<file path="config.mk">
export PLATFORM = sky130hd
export DESIGN_NAME = seq_restoring_divider_flat
export DESIGN_NICKNAME = d
export VERILOG_FILES = /design/src/rtl/seq_restoring_divider_pkg.sv /design/src/rtl/seq_restoring_divider_if.sv /design/src/rtl/seq_restoring_divider_cbp_subtractor.sv /design/src/rtl/seq_restoring_divider.sv /design/src/flat_wrapper.sv
export SDC_FILE = /design/constraint.sdc
export NUM_CORES = 1
export LEC_CHECK = 0
export BUFFER_PORTS_ARGS = -buffer_cell sky130_fd_sc_hd__buf_4
export CAP_MARGIN = 20
export CORE_ASPECT_RATIO = 0.7
export CORE_UTILIZATION = 40
export DETAILED_ROUTE_END_ITERATION = 16
export GPL_ROUTABILITY_DRIVEN = 0
export PLACE_DENSITY = 0.65
export SLEW_MARGIN = 20
export SYNTH_ARGS = -nofsm -noshare
export SYNTH_HDL_FRONTEND = slang
export SYNTH_SLANG_ARGS = --single-unit
</file>
<file path="constraint.sdc">
create_clock -name clk -period 4.9 [get_ports clk]
set_clock_uncertainty 0.2 [all_clocks]
set_input_delay 0.49 -clock clk [delete_from_list [all_inputs] [get_ports clk]]
set_output_delay 0.49 -clock clk [all_outputs]
set_load 0.02 [all_outputs]
</file>
<file path="src/rtl/seq_restoring_divider_pkg.sv">
// Shared types and helpers for the sequential restoring divider.
package divider_pkg;

  typedef enum logic [1:0] {IDLE, RUN, DONE} state_t;

  // Bits per carry-bypass group in the trial subtractor.
  localparam int GRP_W = 4;

  // Iteration counter width for a given operand width.
  function automatic int cnt_w(input int w);
    return $clog2(w);
  endfunction

endpackage

</file>
<file path="src/rtl/seq_restoring_divider_if.sv">
// Start/done request-response bundle between a driver and the divider.
interface seq_restoring_divider_if #(parameter int WIDTH = 8);
  logic             start;
  logic [WIDTH-1:0] dividend;
  logic [WIDTH-1:0] divisor;
  logic             busy;
  logic             done;
  logic [WIDTH-1:0] quotient;
  logic [WIDTH-1:0] remainder;
  logic             div_by_zero;

  modport master (
    output start, dividend, divisor,
    input  busy, done, quotient, remainder, div_by_zero
  );

  modport slave (
    input  start, dividend, divisor,
    output busy, done, quotient, remainder, div_by_zero
  );
endinterface

</file>
<file path="src/rtl/seq_restoring_divider_cbp_subtractor.sv">
// Carry-bypass subtractor: diff = a - b computed as a + ~b + 1, borrow = ~carry_out.
module cbp_subtractor
  import divider_pkg::*;
#(
  parameter int N = 9
) (
  input  logic [N-1:0] a,
  input  logic [N-1:0] b,
  output logic [N-1:0] diff,
  output logic         borrow
);

  localparam int NG = (N + GRP_W - 1) / GRP_W;
  localparam int NP = NG * GRP_W;

  // Padding a with 0 and ~b with 1 makes the pad bits pure propagate, so the
  // carry leaving the padded top equals the carry out of bit N-1.
  logic [NP-1:0] ap, bp, sp;
  logic          c, cin_g, allp, p, carry;

  assign ap = NP'(a);
  assign bp = ~(NP'(b));

  // Ripple inside each group; skip the group's ripple carry when all bits propagate.
  always_comb begin
    sp    = '0;
    c     = 1'b1;
    cin_g = 1'b1;
    allp  = 1'b1;
    p     = 1'b0;
    for (int g = 0; g < NG; g++) begin
      cin_g = c;
      allp  = 1'b1;
      for (int k = 0; k < GRP_W; k++) begin
        p                 = ap[g*GRP_W+k] ^ bp[g*GRP_W+k];
        sp[g*GRP_W+k]     = p ^ c;
        c                 = (ap[g*GRP_W+k] & bp[g*GRP_W+k]) | (p & c);
        allp              = allp & p;
      end
      if (allp) c = cin_g;
    end
    carry = c;
  end

  assign diff   = sp[N-1:0];
  assign borrow = ~carry;

endmodule

</file>
<file path="src/rtl/seq_restoring_divider.sv">
// Unsigned restoring divider, one quotient bit per clock, start/done handshake.
module seq_restoring_divider
  import divider_pkg::*;
#(
  parameter int WIDTH = 8
) (
  input  logic                   clk,
  input  logic                   rst,
  seq_restoring_divider_if.slave bus
);

  localparam int CW = cnt_w(WIDTH);

  state_t           state, state_n;
  logic [CW-1:0]    cnt;
  logic [WIDTH:0]   r_q;
  logic [WIDTH-1:0] q_q, dsr_q;
  logic [WIDTH:0]   r_sh, diff;
  logic             borrow, accept, last, div0;

  // Shift the next dividend bit into the partial remainder, then trial-subtract.
  assign r_sh = {r_q[WIDTH-1:0], q_q[WIDTH-1]};

  cbp_subtractor #(.N(WIDTH+1)) u_sub (
    .a      (r_sh),
    .b      ({1'b0, dsr_q}),
    .diff   (diff),
    .borrow (borrow)
  );

  assign last   = (cnt == CW'(WIDTH-1));
  assign accept = bus.start && (state != RUN);
  assign div0   = (bus.divisor == '0);

  // Next-state: a zero divisor short-circuits straight to DONE.
  always_comb begin
    state_n = state;
    case (state)
      IDLE, DONE: state_n = accept ? (div0 ? DONE : RUN) : IDLE;
      RUN:        if (last) state_n = DONE;
      default:    state_n = IDLE;
    endcase
  end

  // State register.
  always_ff @(posedge clk or posedge rst) begin
    if (rst) state <= IDLE;
    else     state <= state_n;
  end

  // Datapath, counter and registered outputs.
  always_ff @(posedge clk or posedge rst) begin
    if (rst) begin
      cnt             <= '0;
      r_q             <= '0;
      q_q             <= '0;
      dsr_q           <= '0;
      bus.busy        <= 1'b0;
      bus.done        <= 1'b0;
      bus.quotient    <= '0;
      bus.remainder   <= '0;
      bus.div_by_zero <= 1'b0;
    end else begin
      bus.busy <= (state_n == RUN);
      bus.done <= (state_n == DONE);
      if (accept) begin
        dsr_q           <= bus.divisor;
        cnt             <= '0;
        r_q             <= '0;
        q_q             <= bus.dividend;
        bus.div_by_zero <= 1'b0;
        if (div0) begin
          bus.quotient    <= '1;
          bus.remainder   <= bus.dividend;
          bus.div_by_zero <= 1'b1;
        end
      end else if (state == RUN) begin
        cnt <= cnt + 1'b1;
        r_q <= borrow ? r_sh : diff;
        q_q <= {q_q[WIDTH-2:0], ~borrow};
        if (last) begin
          bus.quotient  <= {q_q[WIDTH-2:0], ~borrow};
          bus.remainder <= borrow ? r_sh[WIDTH-1:0] : diff[WIDTH-1:0];
        end
      end
    end
  end

endmodule

</file>
<file path="src/flat_wrapper.sv">
// flat-port wrapper written by rule: the top's interface ports become plain ports
module seq_restoring_divider_flat import divider_pkg::*;
#(
  parameter int WIDTH = 8
)
  (clk, rst, bus_start, bus_dividend, bus_divisor, bus_busy, bus_done, bus_quotient, bus_remainder, bus_div_by_zero);
  seq_restoring_divider_if #(.WIDTH(WIDTH)) bus_i ();
  input  logic clk;
  input  logic rst;
  input wire logic [$bits(bus_i.start)-1:0] bus_start;
  input wire logic [$bits(bus_i.dividend)-1:0] bus_dividend;
  input wire logic [$bits(bus_i.divisor)-1:0] bus_divisor;
  output wire logic [$bits(bus_i.busy)-1:0] bus_busy;
  output wire logic [$bits(bus_i.done)-1:0] bus_done;
  output wire logic [$bits(bus_i.quotient)-1:0] bus_quotient;
  output wire logic [$bits(bus_i.remainder)-1:0] bus_remainder;
  output wire logic [$bits(bus_i.div_by_zero)-1:0] bus_div_by_zero;
  assign bus_i.start = bus_start;
  assign bus_i.dividend = bus_dividend;
  assign bus_i.divisor = bus_divisor;
  assign bus_busy = bus_i.busy;
  assign bus_done = bus_i.done;
  assign bus_quotient = bus_i.quotient;
  assign bus_remainder = bus_i.remainder;
  assign bus_div_by_zero = bus_i.div_by_zero;
  seq_restoring_divider #(.WIDTH(WIDTH)) u_core (.clk(clk), .rst(rst), .bus(bus_i));
endmodule
</file>
* Yosys cells after proc, flatten, opt, wreduce, memory -nomap -nowiden
Cells that the tools add are included.
Word-level totals: output and inout bits 19, word-level logic and storage cells 105, input port bits 19, flip-flop bits (word level) 48
Cells by class: $add $sub $neg 1, muxes and demuxes 24, bitwise logic cells 56, reductions and logical operators 7, equal/unequal tests 7
Operators with widths (number):
- 2-to-1 mux 8 bit | 14
- AND 1 bit | 29
- XOR 1 bit | 16
- NOT 8 -> 12 bit | 1
- OR 1 bit | 9
- zero test 8 bit | 1
- 2-to-1 mux 2 bit | 3
- 2-to-1 mux 3 bit | 2
- equality test 2 x 1 -> 1 bit, second input constant | 2
- equality test 2 bit, second input constant | 2
- 2-to-1 mux 1 bit | 4
- one-hot mux 2 bit (2 select lines) | 1
- nonzero test 2 bit | 2
- adder 3 x 1 -> 3 bit, second input constant | 1
- equality test 3 bit, second input constant | 1
- AND reduction 3 bit | 1
- zero test 2 bit | 1
- != test 2 x 1 -> 1 bit, second input constant | 1
- != test 2 bit, second input constant | 1
- OR reduction 2 bit | 1
- logical AND 1 bit | 1
- NOT 1 bit | 1

* Longest topological paths before layout
Gate-level depths: netlist of the first run.
word-level depth 29, mapped depth 17, mapped depth without buffers 16

* Modules after synthesis
Synthesis of the first run repeated with hierarchy kept, for this count alone.
Unflattened totals: cell total of the unflattened synthesis 224, area total of the unflattened synthesis 2461.1 um^2
By module, submodules not included:
- seq_restoring_divider | area each 2069.5 um^2, times used 1, sequential area each 1201.2 um^2, cells each 179
- cbp_subtractor | area each 391.6 um^2, times used 1, sequential area each 0.0 um^2, cells each 45

* Worst setup path before layout of the first run
OpenSTA, ideal clock, no wires.
path kind register to register, start register u_core.dsr_q[0], end register u_core.bus.remainder[7], library setup time 0.138 ns, period minus slack after synthesis 4.836 ns, arrival time 4.498 ns, stages on the path, launching flop included 17, required time 4.562 ns, slack 0.064 ns, path buffers 1, path through dfrtp_1 -> ha_1 -> fa_1 -> fa_1 -> fa_1 -> and2_1 -> fa_1 -> fa_1 -> fa_1 -> inv_1 -> fa_1 -> a41oi_1 -> a31oi_4 -> or2_1 -> buf_6 -> mux2i_1 -> a31oi_1
Between the ends: word-level cells in the longest chain between the ends 29, elaborated cells on any way between the ends 34, classes of those cells mux (7); bitwise (27)
Ends and longest elaborated chain:
- from (decl) | line seq_restoring_divider.sv:17 | logic [WIDTH-1:0] q_q, dsr_q;
- from (signal assigned) | line seq_restoring_divider.sv:67 | dsr_q <= bus.divisor;
- NOT 8 -> 12 bit * | line seq_restoring_divider_cbp_subtractor.sv:22 | assign bp = ~(NP'(b));
- AND 1 bit or XOR 1 bit (tied branches) | line seq_restoring_divider_cbp_subtractor.sv:37, seq_restoring_divider_cbp_subtractor.sv:35
- OR 1 bit | line seq_restoring_divider_cbp_subtractor.sv:37 | c = (ap[g*GRP_W+k] & bp[g*GRP_W+k]) | (p & c);
- AND 1 bit | line seq_restoring_divider_cbp_subtractor.sv:37
- OR 1 bit | line seq_restoring_divider_cbp_subtractor.sv:37
- AND 1 bit | line seq_restoring_divider_cbp_subtractor.sv:37
- OR 1 bit | line seq_restoring_divider_cbp_subtractor.sv:37
- AND 1 bit | line seq_restoring_divider_cbp_subtractor.sv:37
- [... 11 more ...]
- AND 1 bit | line seq_restoring_divider_cbp_subtractor.sv:37
- OR 1 bit | line seq_restoring_divider_cbp_subtractor.sv:37
- AND 1 bit (3 in a row) | line seq_restoring_divider_cbp_subtractor.sv:37
- 2-to-1 mux 1 bit | line seq_restoring_divider_cbp_subtractor.sv:40 | if (allp) c = cin_g;
- 2-to-1 mux 8 bit * | line seq_restoring_divider.sv:83 | bus.remainder <= borrow ? r_sh[WIDTH-1:0] : diff[WIDTH-1:0];
- 2-to-1 mux 8 bit * | line seq_restoring_divider.sv:81 | if (last) begin
- 2-to-1 mux 8 bit * | line seq_restoring_divider.sv:77 | end else if (state == RUN) begin
- 2-to-1 mux 8 bit * | line seq_restoring_divider.sv:66 | if (accept) begin
- to (signal assigned) | line seq_restoring_divider.sv:74 | bus.remainder <= bus.dividend;
- to (signal assigned) | line seq_restoring_divider.sv:83
- to (decl) | line seq_restoring_divider_if.sv:19 | output busy, done, quotient, remainder, div_by_zero
Mark *: on every way between the ends. The rest lies on a longest branch, timed or not. The select of a mux whose other input is x is not followed. A chain may end at the register's enable or synchronous reset.

* Worst setup path after layout of the first run
start register u_core.q_q[7], end register u_core.r_q[3]
Between the ends: word-level cells in the longest chain between the ends 27, elaborated cells on any way between the ends 32, classes of those cells mux (6); bitwise (26)
Ends and longest elaborated chain:
- from (decl) | line seq_restoring_divider.sv:17
- from (signal assigned) | line seq_restoring_divider.sv:70 | q_q <= bus.dividend;
- from (signal assigned) | line seq_restoring_divider.sv:80 | q_q <= {q_q[WIDTH-2:0], ~borrow};
- AND 1 bit or XOR 1 bit (tied branches) | line seq_restoring_divider_cbp_subtractor.sv:37, seq_restoring_divider_cbp_subtractor.sv:35
- OR 1 bit | line seq_restoring_divider_cbp_subtractor.sv:37
- AND 1 bit | line seq_restoring_divider_cbp_subtractor.sv:37
- OR 1 bit | line seq_restoring_divider_cbp_subtractor.sv:37
- AND 1 bit | line seq_restoring_divider_cbp_subtractor.sv:37
- OR 1 bit | line seq_restoring_divider_cbp_subtractor.sv:37
- AND 1 bit | line seq_restoring_divider_cbp_subtractor.sv:37
- OR 1 bit | line seq_restoring_divider_cbp_subtractor.sv:37
- [... 9 more ...]
- 2-to-1 mux 1 bit | line seq_restoring_divider_cbp_subtractor.sv:40
- AND 1 bit | line seq_restoring_divider_cbp_subtractor.sv:37
- OR 1 bit | line seq_restoring_divider_cbp_subtractor.sv:37
- AND 1 bit (3 in a row) | line seq_restoring_divider_cbp_subtractor.sv:37
- 2-to-1 mux 1 bit | line seq_restoring_divider_cbp_subtractor.sv:40
- 2-to-1 mux 8 bit * | line seq_restoring_divider.sv:79 | r_q <= borrow ? r_sh : diff;
- 2-to-1 mux 8 bit * | line seq_restoring_divider.sv:77
- 2-to-1 mux 8 bit * | line seq_restoring_divider.sv:66
- to (signal assigned) | line seq_restoring_divider.sv:79
- to (decl) | line seq_restoring_divider.sv:16 | logic [WIDTH:0] r_q;
Marked as above.

==> summary.md, run 1 <==
| Metric | Value |
|---|---|
| Post-CTS Hold Buffers | `0` |
| Tmin final | `approximately 4.6 ns` |
| Synth top area cells | `dfrtp_1, o21ai_0, mux2i_1` |
| Die Width | `between 90 and 100 um` |
| FMAX | `approximately 0.22 GHz` |
| Register area share after synthesis | `roughly half` |
| Iteration-0 DRC Markers | `about 110` |
| Maxcap violations | `0` |
| Post-DP HPWL | `roughly 4000 um` |
| Drc violations | `0` |
| Routed WL | `approximately 5500 um` |
| Die area | `roughly 0.0066 mm2` |
| Status | `finished, final reports clean` |
| Synth Cell Area | `~0.0025 mm2` |
| VDD IR max | `about 0.39 mV` |
| Hold Crit Class | `in -> async` |
| TritonRoute pass-1 iters | `4` |
| Worst EP required | `slightly below 5 ns` |
| Synth Register Bits | `48` |
| Slew @ Worst Pin | `between 0.8 and 0.9 ns` |
| Share of layout cells above drive strength 1 | `between 20% and 30%` |
| Number of global-route vias before repair | `~1900` |
| Async SR Flop Fraction | `100.0%` |
| TritonCTS clock tree | `built` |
| Hold Vio Cnt, Final | `0` |
| FILL cells | `between 500 and 600` |
| Vias post-DR | `around 1900` |
| Initial Util | `~43%` |
| Final setup viols | `0` |
| Crit share post-route | `a little over nine tenths` |
| Fin Hold WS | `around 0.11 ns` |
| Cell accounting for the most synthesized area | `dfrtp_1` |
| P_leak | `~0.0014 uW` |
| Clock transition at path regs | `roughly 0.090 ns` |
| Syn avg cell area | `~10 um2` |
| Clock sink count | `48` |
| Syn Nets | `282` |
| First-pass GRT wire length | `slightly above 9000 um` |
| Final global-route overflow total | `0` |
| Antenna violations before repair | `0` |
| # diodes | `0` |
| Rows | `23` |
| Pwr/cell area | `between 700 and 800 mW/mm2` |
| Routed WL per cell | `approximately 15 um` |
| Worst-path maximum fanout | `6` |
| Max Buffers Root-to-Sink | `2` |
| Max-slew violation count | `0` |
| Critical path class | `reg -> reg` |
| Core area | `~0.006 mm2` |
| Root Buffer | `clkbuf_8` |
| Top-area cell type share of the netlist area | `48.02%` |
| H-tree Lvls | `2` |
| Die Y | `68.16 um` |
| Largest net degree at the start of global routing | `between 40 and 50` |
| Setup crit end kind | `flip-flop` |
| Port Buf Inserts | `37` |
| Via density | `~5.2` |
| Io pins | `38` |
| Worst skew pair latency | `0.31 ns` |
| Post-Synthesis Cells | `approximately 250` |
| Slew HR | `a little under half` |
| Synth Warn # | `0` |
| Cts bufs inserted | `5` |
| Startpoint Class | `flip-flop` |
| Crit path DAT | `~4.7 ns` |
| Nets | `roughly 320` |
| Number of enable flip-flop cells after synthesis | `0` |
| Antenna Nets Post-Route | `0` |
| Power after layout | `~2200 uW` |
| Area Growth Syn to Fin | `18.41%` |
| Ys flop type | `dfrtp_1` |
| RSZ-0062 raised after global routing | `false` |
| Setup TNS | `0 ns` |
| All-Layer GR Usage | `between 10% and 20%` |
| Synth unique cells | `33` |
-- cell usage after synthesis (all sizes together) (2+ instances only) --
master / n
o21ai: 50
dfrtp: 48
nand2: 29
inv: 16
mux2i: 16
nor2: 16
ha: 10
clkbuf: 8
and3: 7
fa: 7
nor3: 7
or3: 6
buf: 5
nand3b: 5
a21oi: 2
a31oi: 2
and2: 2
nand4: 2
nor4: 2
-- final cells by class --
cell class / instances / area [um2] / share of cell area (%)
Clock buffer: 6 / 72.57 / 2.450
Clock inverter: 2 / 35.03 / 1.183
Inverter: 16 / 61.31 / 2.070
Multi-Input combinational cell: 169 / 1182 / 39.92
Sequential cell: 48 / 1201 / 40.56
Tap cell: 75 / 93.84 / 3.169
Timing Repair Buffer: 42 / 315.3 / 10.65
-- state kept, by name, summed over array words and instances (netlist names) --
register and cells:
u_core.bus.remainder 8, u_core.bus.quotient 8, u_core.state 2, u_core.dsr_q 8, u_core.bus.busy 1, u_core.bus.done 1, u_core.q_q 8, u_core.r_q 8
u_core.bus.div_by_zero 1, u_core.cnt 3
-- cells by family after synthesis --
kind of cell,share of synthesized area [%]
buf+inv,5.252
simple gates,17.36
flops,48.02
mux,6.403
compound gates,12.36
fa+ha+maj,10.61
-- layout by cell type (no fill, tap or decap), types with 2 or more instances in the layout --
cell,instances
fa_2,3
clkbuf_8,5
nor2_1,16
nand2_1,27
fa_1,4
ha_1,10
a21oi_1,2
nor4_4,2
nor3_1,7
and3_1,7
buf_4,42
or3_1,6
and2_1,2
o21ai_1,11
clkinv_2,2
nand3b_1,5
inv_1,15
mux2i_1,15
dfrtp_1,48
o21ai_0,38
-- critical path, cell delays in order (launching register included) --
cell	delay (ns)
dfrtp_1	0.38
inv_1	0.05
ha_1	0.19
fa_1	0.45
fa_2	0.40
fa_1	0.43
and2_1	0.17
fa_2	0.40
fa_2	0.40
fa_1	0.41
inv_1	0.08
fa_1	0.16
a41oi_1	0.06
a31oi_4	0.19
or2_4	0.17
buf_4	0.14
o21ai_0	0.12
o21ai_1	0.14
-- final timing paths --
path | startpoint | to | slack (ns) | cells after the start
min reg2reg | u_core.bus.div_by_zero | u_core.bus.div_by_zero | 0.30 | 2
max in group asynchronous | rst | u_core.dsr_q[6] | 3.91 | 2
min in group clk | bus_divisor[2] | u_core.dsr_q[2] | 0.22 | 3
max reg2reg | u_core.q_q[7] | u_core.r_q[3] | 0.26 | 17
max | u_core.q_q[7] | u_core.r_q[3] | 0.26 | 17
min | rst | u_core.bus.quotient[6] | 0.11 | 2
-- layer usage --
layer	vias up	wire, um	track usage [%]
met1	922	2835	29.63
met2	39	2391	27.55
met4	0	44	5.147
li1	906	-	-
met3	5	242	4.000
met5	-	0	0
-- through the flow --
step	cells	util [%]	worst slack, ns	instance area [um2]
floorplan	246	-	0.06364	2501
global placement	350	48.36	0.1444	2839
detailed placement	350	48.36	0.003206	2839
CTS	358	50.23	0.04462	2949
global route	358	50.45	0.02192	2962
finish	358	50.45	0.2572	2962
-- report_power, final --
part	internal [uW]	switching (uW)
combinational	479	668
sequential	593	147
clock	152	139
-- what timing repair did --
item / 4_1_cts / 5_1_grt
resized for setup: 1 / 10
buffers inserted: 0 / 0
cloned: 0 / 0
endpoints found under the setup margin: 3 / 18
Note: power is estimated with default switching activity, not from simulation.
==> run 2, diff against run 1 <==
--- a/config.mk
+++ b/config.mk
@@ -7,7 +7,7 @@
 export LEC_CHECK = 0
 export BUFFER_PORTS_ARGS = -buffer_cell sky130_fd_sc_hd__buf_4
 export CAP_MARGIN = 20
-export CORE_ASPECT_RATIO = 0.7
+export CORE_ASPECT_RATIO = 1.1
 export CORE_UTILIZATION = 40
 export DETAILED_ROUTE_END_ITERATION = 16
 export GPL_ROUTABILITY_DRIVEN = 0
==> run 2 against run 1 <==
Global-route usage shrank 1.9 points. Non-clock buffer count rose by 1. Highest routed layer unchanged. Fmax decreased by 1.4%. Via count is 1.4% lower.
==> summary.md, run 2 (synthesis results as in run 1) <==
| Metric | Value |
|---|---|
| Fin Hold WS | `0.1062 ns (was 0.1070 ns)` |
| P_leak | `0.001387 uW (was 0.001371 uW)` |
| Hold Crit Class | `in -> async (unchanged)` |
| Core area | `0.005914 mm2 (was 0.005871 mm2)` |
| Commonest cells after routing, fill and taps aside | `dfrtp_1, buf_4, o21ai_0 (unchanged)` |
| Worst skew pair latency | `0.30 ns (was 0.31 ns)` |
| H-tree Lvls | `2 (unchanged)` |
| Placed inst area | `0.002849 mm2 (was 0.002839 mm2)` |
| Startpoint Class | `flip-flop (unchanged)` |
| VDD IR max | `0.2471 mV (was 0.3934 mV)` |
| Crit-path cells | `ha_1 > fa_1 > fa_2 > fa_1 > and2_1 > fa_2 > fa_2 > fa_1 > inv_1 > fa_1 > a41oi_1 > a31oi_4 > or2_1 > mux2i_1 > a31oi_1 (was inv_1 > ha_1 > fa_1 > fa_2 > fa_1 > and2_1 > fa_2 > fa_2 > fa_1 > inv_1 > fa_1 > a41oi_1 > a31oi_4 > or2_4 > buf_4 > o21ai_0 > o21ai_1)` |
| Routed WL | `5206 um (was 5514 um)` |
| Nets | `319 (was 318)` |
| Worst R2R Start | `u_core.dsr_q[0] (was u_core.q_q[7])` |
| Slew @ Worst Pin | `0.8128 ns (was 0.8068 ns)` |
| Vias post-DR | `1846 (was 1872)` |
| Met2 global-route usage | `30.09% (was 27.55%)` |
| Max Buffers Root-to-Sink | `2 (unchanged)` |
| TritonRoute pass-1 iters | `4 (unchanged)` |
| Slew HR | `45.75% (was 46.15%)` |
| # diodes | `0 (unchanged)` |
| Rows | `29 (was 23)` |
| Busiest grt layer | `met2 (was met1)` |
| M1 GR Usage | `21.67% (was 29.63%)` |
| Met3 global-route usage | `3.548% (was 4.000%)` |
| Antenna violations before repair | `0 (unchanged)` |
| Iteration-0 DRC Markers | `52 (was 106)` |
| Die area | `0.006574 mm2 (was 0.006578 mm2)` |
| Area Growth Syn to Fin | `19.41% (was 18.41%)` |
| Via density | `5.128 (was 5.229)` |
| Critical Path Source | `u_core.dsr_q[0] (was u_core.q_q[7])` |
| Share of layout cells above drive strength 1 | `21.55% (was 21.91%)` |
| Maxcap violations | `0 (unchanged)` |
| Final setup viols | `0 (unchanged)` |
| Crit path DAT | `4.68 ns (about the same)` |
| CP max-delay cell | `fa_1 (unchanged)` |
| Number of global-route vias before repair | `1895 (was 1857)` |
| Final instance area | `0.002987 mm2 (was 0.002962 mm2)` |
| Die Y | `84.94 um (was 68.16 um)` |
| Clock sink count | `48 (unchanged)` |
| Initial Util | `42.29% (was 42.60%)` |
| Most frequent CP cell | `fa_1 (unchanged)` |
| Final WS setup | `0.1934 ns (was 0.2572 ns)` |
| Critical path class | `reg -> reg (unchanged)` |
| Hold Vio Cnt, Final | `0 (unchanged)` |
| CP max stage delay | `0.46 ns (was 0.45 ns)` |
| Setup repair bufs after CTS | `0 (unchanged)` |
| Crit share post-route | `96.05% (was 94.75%)` |
| Register area | `0.001201 mm2 (unchanged)` |
| Worst-path maximum fanout | `2 (was 6)` |
| TritonCTS clock tree | `built (unchanged)` |
| Antenna Nets Post-Route | `0 (unchanged)` |
| Die Width | `77.40 um (was 96.51 um)` |
| FMAX | `0.2125 GHz (was 0.2154 GHz)` |
| Io pins | `38 (unchanged)` |
| Port Buf Inserts | `37 (unchanged)` |
| Post-CTS Hold Buffers | `0 (unchanged)` |
| Setup crit end kind | `flip-flop (unchanged)` |
| Tmin final | `4.707 ns (was 4.643 ns)` |
| Final global-route overflow total | `0 (unchanged)` |
| FILL cells | `566 (was 577)` |
| Commonest non-fill, non-tap cell in the layout | `dfrtp_1 (unchanged)` |
| Max-slew violation count | `0 (unchanged)` |
| Worst EP required | `4.87 ns (was 4.94 ns)` |
| Status | `finished, final reports clean (unchanged)` |
| Clock transition at path regs | `0.09 ns (about the same)` |
| Drc violations | `0 (unchanged)` |
| Cts bufs inserted | `5 (unchanged)` |
| Footprint of the multi-input gates | `0.001176 mm2 (was 0.001182 mm2)` |
| Root Buffer | `clkbuf_8 (unchanged)` |
| Largest net degree at the start of global routing | `49 (unchanged)` |
| Post-DP HPWL | `3652 um (was 3958 um)` |
| RSZ-0062 raised after global routing | `true (was false)` |
| All-Layer GR Usage | `17.43% (was 19.35%)` |
| Pre-CTS WS | `0.01565 ns (was 0.003206 ns)` |
| Pwr/cell area | `731.9 mW/mm2 (was 735.4 mW/mm2)` |
| Routed WL per cell | `14.46 um (was 15.40 um)` |
| Setup TNS | `0 ns (unchanged)` |
| First-pass GRT wire length | `8873 um (was 9328 um)` |
==> run 2: cell types whose count changed in the layout (fill, tap and decap cells not counted) <==
| cell | before | now |
|---|---|---|
| mux2i_2 | 1 | 0 |
| mux2i_1 | 15 | 16 |
| buf_4 | 42 | 43 |
| or2_4 | 1 | 0 |
| bufinv_16 | 1 | 2 |
| o21ai_0 | 38 | 36 |
| clkinv_2 | 2 | 1 |
| clkbuf_1 | 1 | 0 |
| or2_1 | 0 | 1 |
| o21ai_1 | 11 | 13 |
==> run 2: final timing paths <==
| path | cells after the start | endpoint | slack [ns] |
|---|---|---|---|
| max | 15 | u_core.bus.remainder[7] | 0.19 |
| min | 2 | u_core.bus.quotient[2] | 0.11 |
| max reg2reg | 15 | u_core.bus.remainder[7] | 0.19 |
| min reg2reg | 2 | u_core.bus.div_by_zero | 0.29 |
| max in group asynchronous | 2 | u_core.bus.remainder[7] | 3.88 |
| min in group clk | 3 | u_core.dsr_q[0] | 0.23 |
==> run 2: metal layers <==
metal	up-vias	wire (um)	part of all wire (%)
li1	907	-	-
met5	-	0	0
met1	882	2360	45
met4	0	72	1.4
met3	5	293	5.6
met2	52	2480	48
==> run 2: worst max-delay path: cells and delay by family, from the launching register on <==
kind | cells | cell delay (ns)
flip-flops | 1 | 0.40
adder cells (fa/ha/maj) | 8 | 2.94
AND/OR/NAND/NOR | 2 | 0.33
buffers and inverters | 1 | 0.09
AO/OA/AOI/OAI | 3 | 0.36
multiplexers | 1 | 0.27
==> run 2: final cells by class <==
cell class / instances / share of cell area, %
Sequential cell: 48 / 40.22
Timing Repair Buffer: 43 / 10.81
Clock inverter: 2 / 2.011
Clock buffer: 5 / 2.304
Multi-Input combinational cell: 169 / 39.38
Inverter: 16 / 2.053
Tap cell: 77 / 3.226
==> run 2: power breakdown <==
group	internal (uW)	total (uW)	switching (uW)
registers	593	731	138
clock network	201	333	132
logic	471	1120	651
==> run 2: per-stage QoR <==
stage	power [uW]	util [%]	std cells
final	2186	50.50	360
after floorplan	1466	-	246
after global routing	2390	50.50	360
after CTS	2186	50.39	360
after detailed placement	1832	48.17	353
after global placement	1794	48.17	353
==> run 2: repair_timing <==
| action | 4_1_cts | 5_1_grt |
|---|---|---|
| pin swaps | 0 | 2 |
| gates resized for setup | 1 | 10 |
| endpoints found under the setup margin | 2 | 17 |
| cloned | 0 | 0 |
==> run 3, diff against run 2 <==
--- a/config.mk
+++ b/config.mk
@@ -11,7 +11,7 @@
 export CORE_UTILIZATION = 40
 export DETAILED_ROUTE_END_ITERATION = 16
 export GPL_ROUTABILITY_DRIVEN = 0
-export PLACE_DENSITY = 0.65
+export PLACE_DENSITY = 0.63
 export SLEW_MARGIN = 20
 export SYNTH_ARGS = -nofsm -noshare
 export SYNTH_HDL_FRONTEND = slang
==> constraint.sdc (replaced) <==
create_clock -name clk -period 6.1 [get_ports clk]
set_clock_uncertainty 0.2 [all_clocks]
set_input_delay 0.61 -clock clk [delete_from_list [all_inputs] [get_ports clk]]
set_output_delay 0.61 -clock clk [all_outputs]
set_load 0.02 [all_outputs]
==> run 3 against run 2 <==
Register-to-register slack better by 0.73 ns. Utilization down 1.5 points. Power down 27%. Highest routed layer unchanged. Sequential power down 20%.
==> summary.md, run 3 (synthesis results as in run 1) <==
| Metric | Value |
|---|---|
| Die Y | `84.94 um (unchanged)` |
| Rows | `29 (unchanged)` |
| RSZ-0062 raised after global routing | `false (was true)` |
| Iteration-0 DRC Markers | `97 (was 52)` |
| Area Growth Syn to Fin | `15.86% (was 19.41%)` |
| Slew @ Worst Pin | `0.8169 ns (was 0.8128 ns)` |
| Hold Vio Cnt, Final | `0 (unchanged)` |
| TritonRoute pass-1 iters | `4 (unchanged)` |
| Root Buffer | `clkbuf_8 (unchanged)` |
| Antenna violations before repair | `0 (unchanged)` |
| Final global-route overflow total | `0 (unchanged)` |
| VDD IR max | `0.2020 mV (was 0.2471 mV)` |
| Tmin final | `5.178 ns (was 4.707 ns)` |
| Setup repair bufs after CTS | `0 (unchanged)` |
| Setup crit end kind | `flip-flop (unchanged)` |
| Worst-path maximum fanout | `10 (was 2)` |
| Clock transition at path regs | `0.09 ns (about the same)` |
| Placed Instances | `349 (was 353)` |
| TritonCTS clock tree | `built (unchanged)` |
| Resize count post-CTS | `0 (was 1)` |
| Top delay family on crit path | `adder cells (unchanged)` |
| Post-route insts no fill | `356 (was 360)` |
| Routed WL | `5165 um (was 5206 um)` |
| CP max stage delay | `0.49 ns (was 0.46 ns)` |
| Routed WL per cell | `14.51 um (was 14.46 um)` |
| P_leak | `0.001347 uW (was 0.001387 uW)` |
| Setup TNS | `0 ns (unchanged)` |
| Hold Crit Class | `in -> async (unchanged)` |
| Slew HR | `45.47% (was 45.75%)` |
| Number of global-route vias before repair | `1850 (was 1895)` |
| Pwr/cell area | `552.9 mW/mm2 (was 731.9 mW/mm2)` |
| First-pass GRT wire length | `8901 um (was 8873 um)` |
| Vias post-DR | `1847 (was 1846)` |
| Max Buffers Root-to-Sink | `2 (unchanged)` |
| Io pins | `38 (unchanged)` |
| Die Width | `77.40 um (unchanged)` |
| Via density | `5.188 (was 5.128)` |
| Antenna Nets Post-Route | `0 (unchanged)` |
| Max-slew violation count | `0 (unchanged)` |
| Commonest non-fill, non-tap cell in the layout | `dfrtp_1 (unchanged)` |
| Status | `finished, final reports clean (unchanged)` |
| Largest net degree at the start of global routing | `49 (unchanged)` |
| Commonest cells after routing, fill and taps aside | `dfrtp_1, o21ai_0, buf_4 (was dfrtp_1, buf_4, o21ai_0)` |
| CP bufs+invs | `2 (was 1)` |
| Post-DP HPWL | `3690 um (was 3652 um)` |
| Crit-path cells | `inv_1 > ha_1 > fa_1 > fa_1 > fa_1 > and2_1 > fa_1 > fa_1 > fa_1 > inv_1 > fa_1 > a41oi_1 > a31oi_4 > or2_1 > mux2i_1 > a31oi_1 (was ha_1 > fa_1 > fa_2 > fa_1 > and2_1 > fa_2 > fa_2 > fa_1 > inv_1 > fa_1 > a41oi_1 > a31oi_4 > or2_1 > mux2i_1 > a31oi_1)` |
| CP max-delay cell | `fa_1 (unchanged)` |
| Drc violations | `0 (unchanged)` |
| Port Buf Inserts | `37 (unchanged)` |
| Initial Util | `42.29% (unchanged)` |
| Worst skew pair latency | `0.29 ns (was 0.30 ns)` |
| Die area | `0.006574 mm2 (unchanged)` |
| Cts bufs inserted | `5 (unchanged)` |
| Clock sink count | `48 (unchanged)` |
| Most frequent CP cell | `fa_1 (unchanged)` |
| Nets | `315 (was 319)` |
| # diodes | `0 (unchanged)` |
| Crit share post-route | `84.88% (was 96.05%)` |
| Critical path class | `reg -> reg (unchanged)` |
| Maxcap violations | `0 (unchanged)` |
| FMAX | `0.1931 GHz (was 0.2125 GHz)` |
| FILL cells | `572 (was 566)` |
| Post-CTS Hold Buffers | `0 (unchanged)` |
| Startpoint Class | `flip-flop (unchanged)` |
| Crit path DAT | `5.14 ns (was 4.68 ns)` |
| Worst EP required | `6.07 ns (was 4.87 ns)` |
| H-tree Lvls | `2 (unchanged)` |
| Final setup viols | `0 (unchanged)` |
| Core area | `0.005914 mm2 (unchanged)` |
| Share of layout cells above drive strength 1 | `19.00% (was 21.55%)` |
| All-Layer GR Usage | `17.45% (was 17.43%)` |
run 3: cell count changes in the layout (fill, tap and decap cells not counted):
| cell | delta |
|---|---|
| fa_2 | -3 |
| fa_1 | +3 |
| bufinv_16 | -2 |
| buf_4 | -4 |
| clkbuf_1 | +1 |
| o21ai_0 | +8 |
| o21ai_1 | -8 |
| clkinv_2 | +1 |
run 3: final timing paths:
path | endpoint | from | cells after the start | slack, ns
max | u_core.bus.remainder[7] | u_core.q_q[7] | 16 | 0.92
min | u_core.bus.quotient[2] | rst | 2 | 0.24
max reg2reg | u_core.bus.remainder[7] | u_core.q_q[7] | 16 | 0.92
min reg2reg | u_core.dsr_q[0] | u_core.dsr_q[0] | 2 | 0.29
max in group asynchronous | u_core.dsr_q[5] | rst | 2 | 4.96
min in group clk | u_core.dsr_q[0] | u_core.dsr_q[0] | 2 | 0.29
run 3: worst reg2reg max path: stages, from the launching register on:
cell and delay (ns):
dfrtp_1 0.38, inv_1 0.05, ha_1 0.19, fa_1 0.45, fa_1 0.46, fa_1 0.49
and2_1 0.18, fa_1 0.46, fa_1 0.46, fa_1 0.42, inv_1 0.08, fa_1 0.17
a41oi_1 0.06, a31oi_4 0.25, or2_1 0.33, mux2i_1 0.30, a31oi_1 0.11
run 3: power breakdown:
part	total, uW	switching, uW	internal (uW)
combinational	833	497	336
clock	181	102	78.2
sequential	588	112	477
run 3: area by class of cell:
cell class              instances  area, um2  area share [%]
clock buffers                   6      72.57           2.504
inverters                      16      61.31           2.116
multi-input cells             169       1169           40.33
well taps                      77      96.34           3.325
clock inverters                 1      5.005          0.1727
repair buffers                 39      292.8           10.10
flip-flops and latches         48       1201           41.45
run 3: per-layer routing:
metal	wire length [um]	GRT usage, %
met2	2403	28.96
met4	107	7.547
met5	0	0
met1	2405	22.70
met3	249	2.581
run 3: stage by stage:
step	area [um2]	setup WS, ns	hold WS, ns	total power [uW]	utilization, %
floorplan	2501	1.264	0.2519	1177	-
global placement	2819	1.069	0.2734	1413	47.66
detailed placement	2819	0.9519	0.2799	1434	47.66
CTS	2897	0.9296	0.3009	1616	48.97
global route	2898	0.6411	0.3139	1776	49.00
finish	2898	0.9220	0.2431	1602	49.00
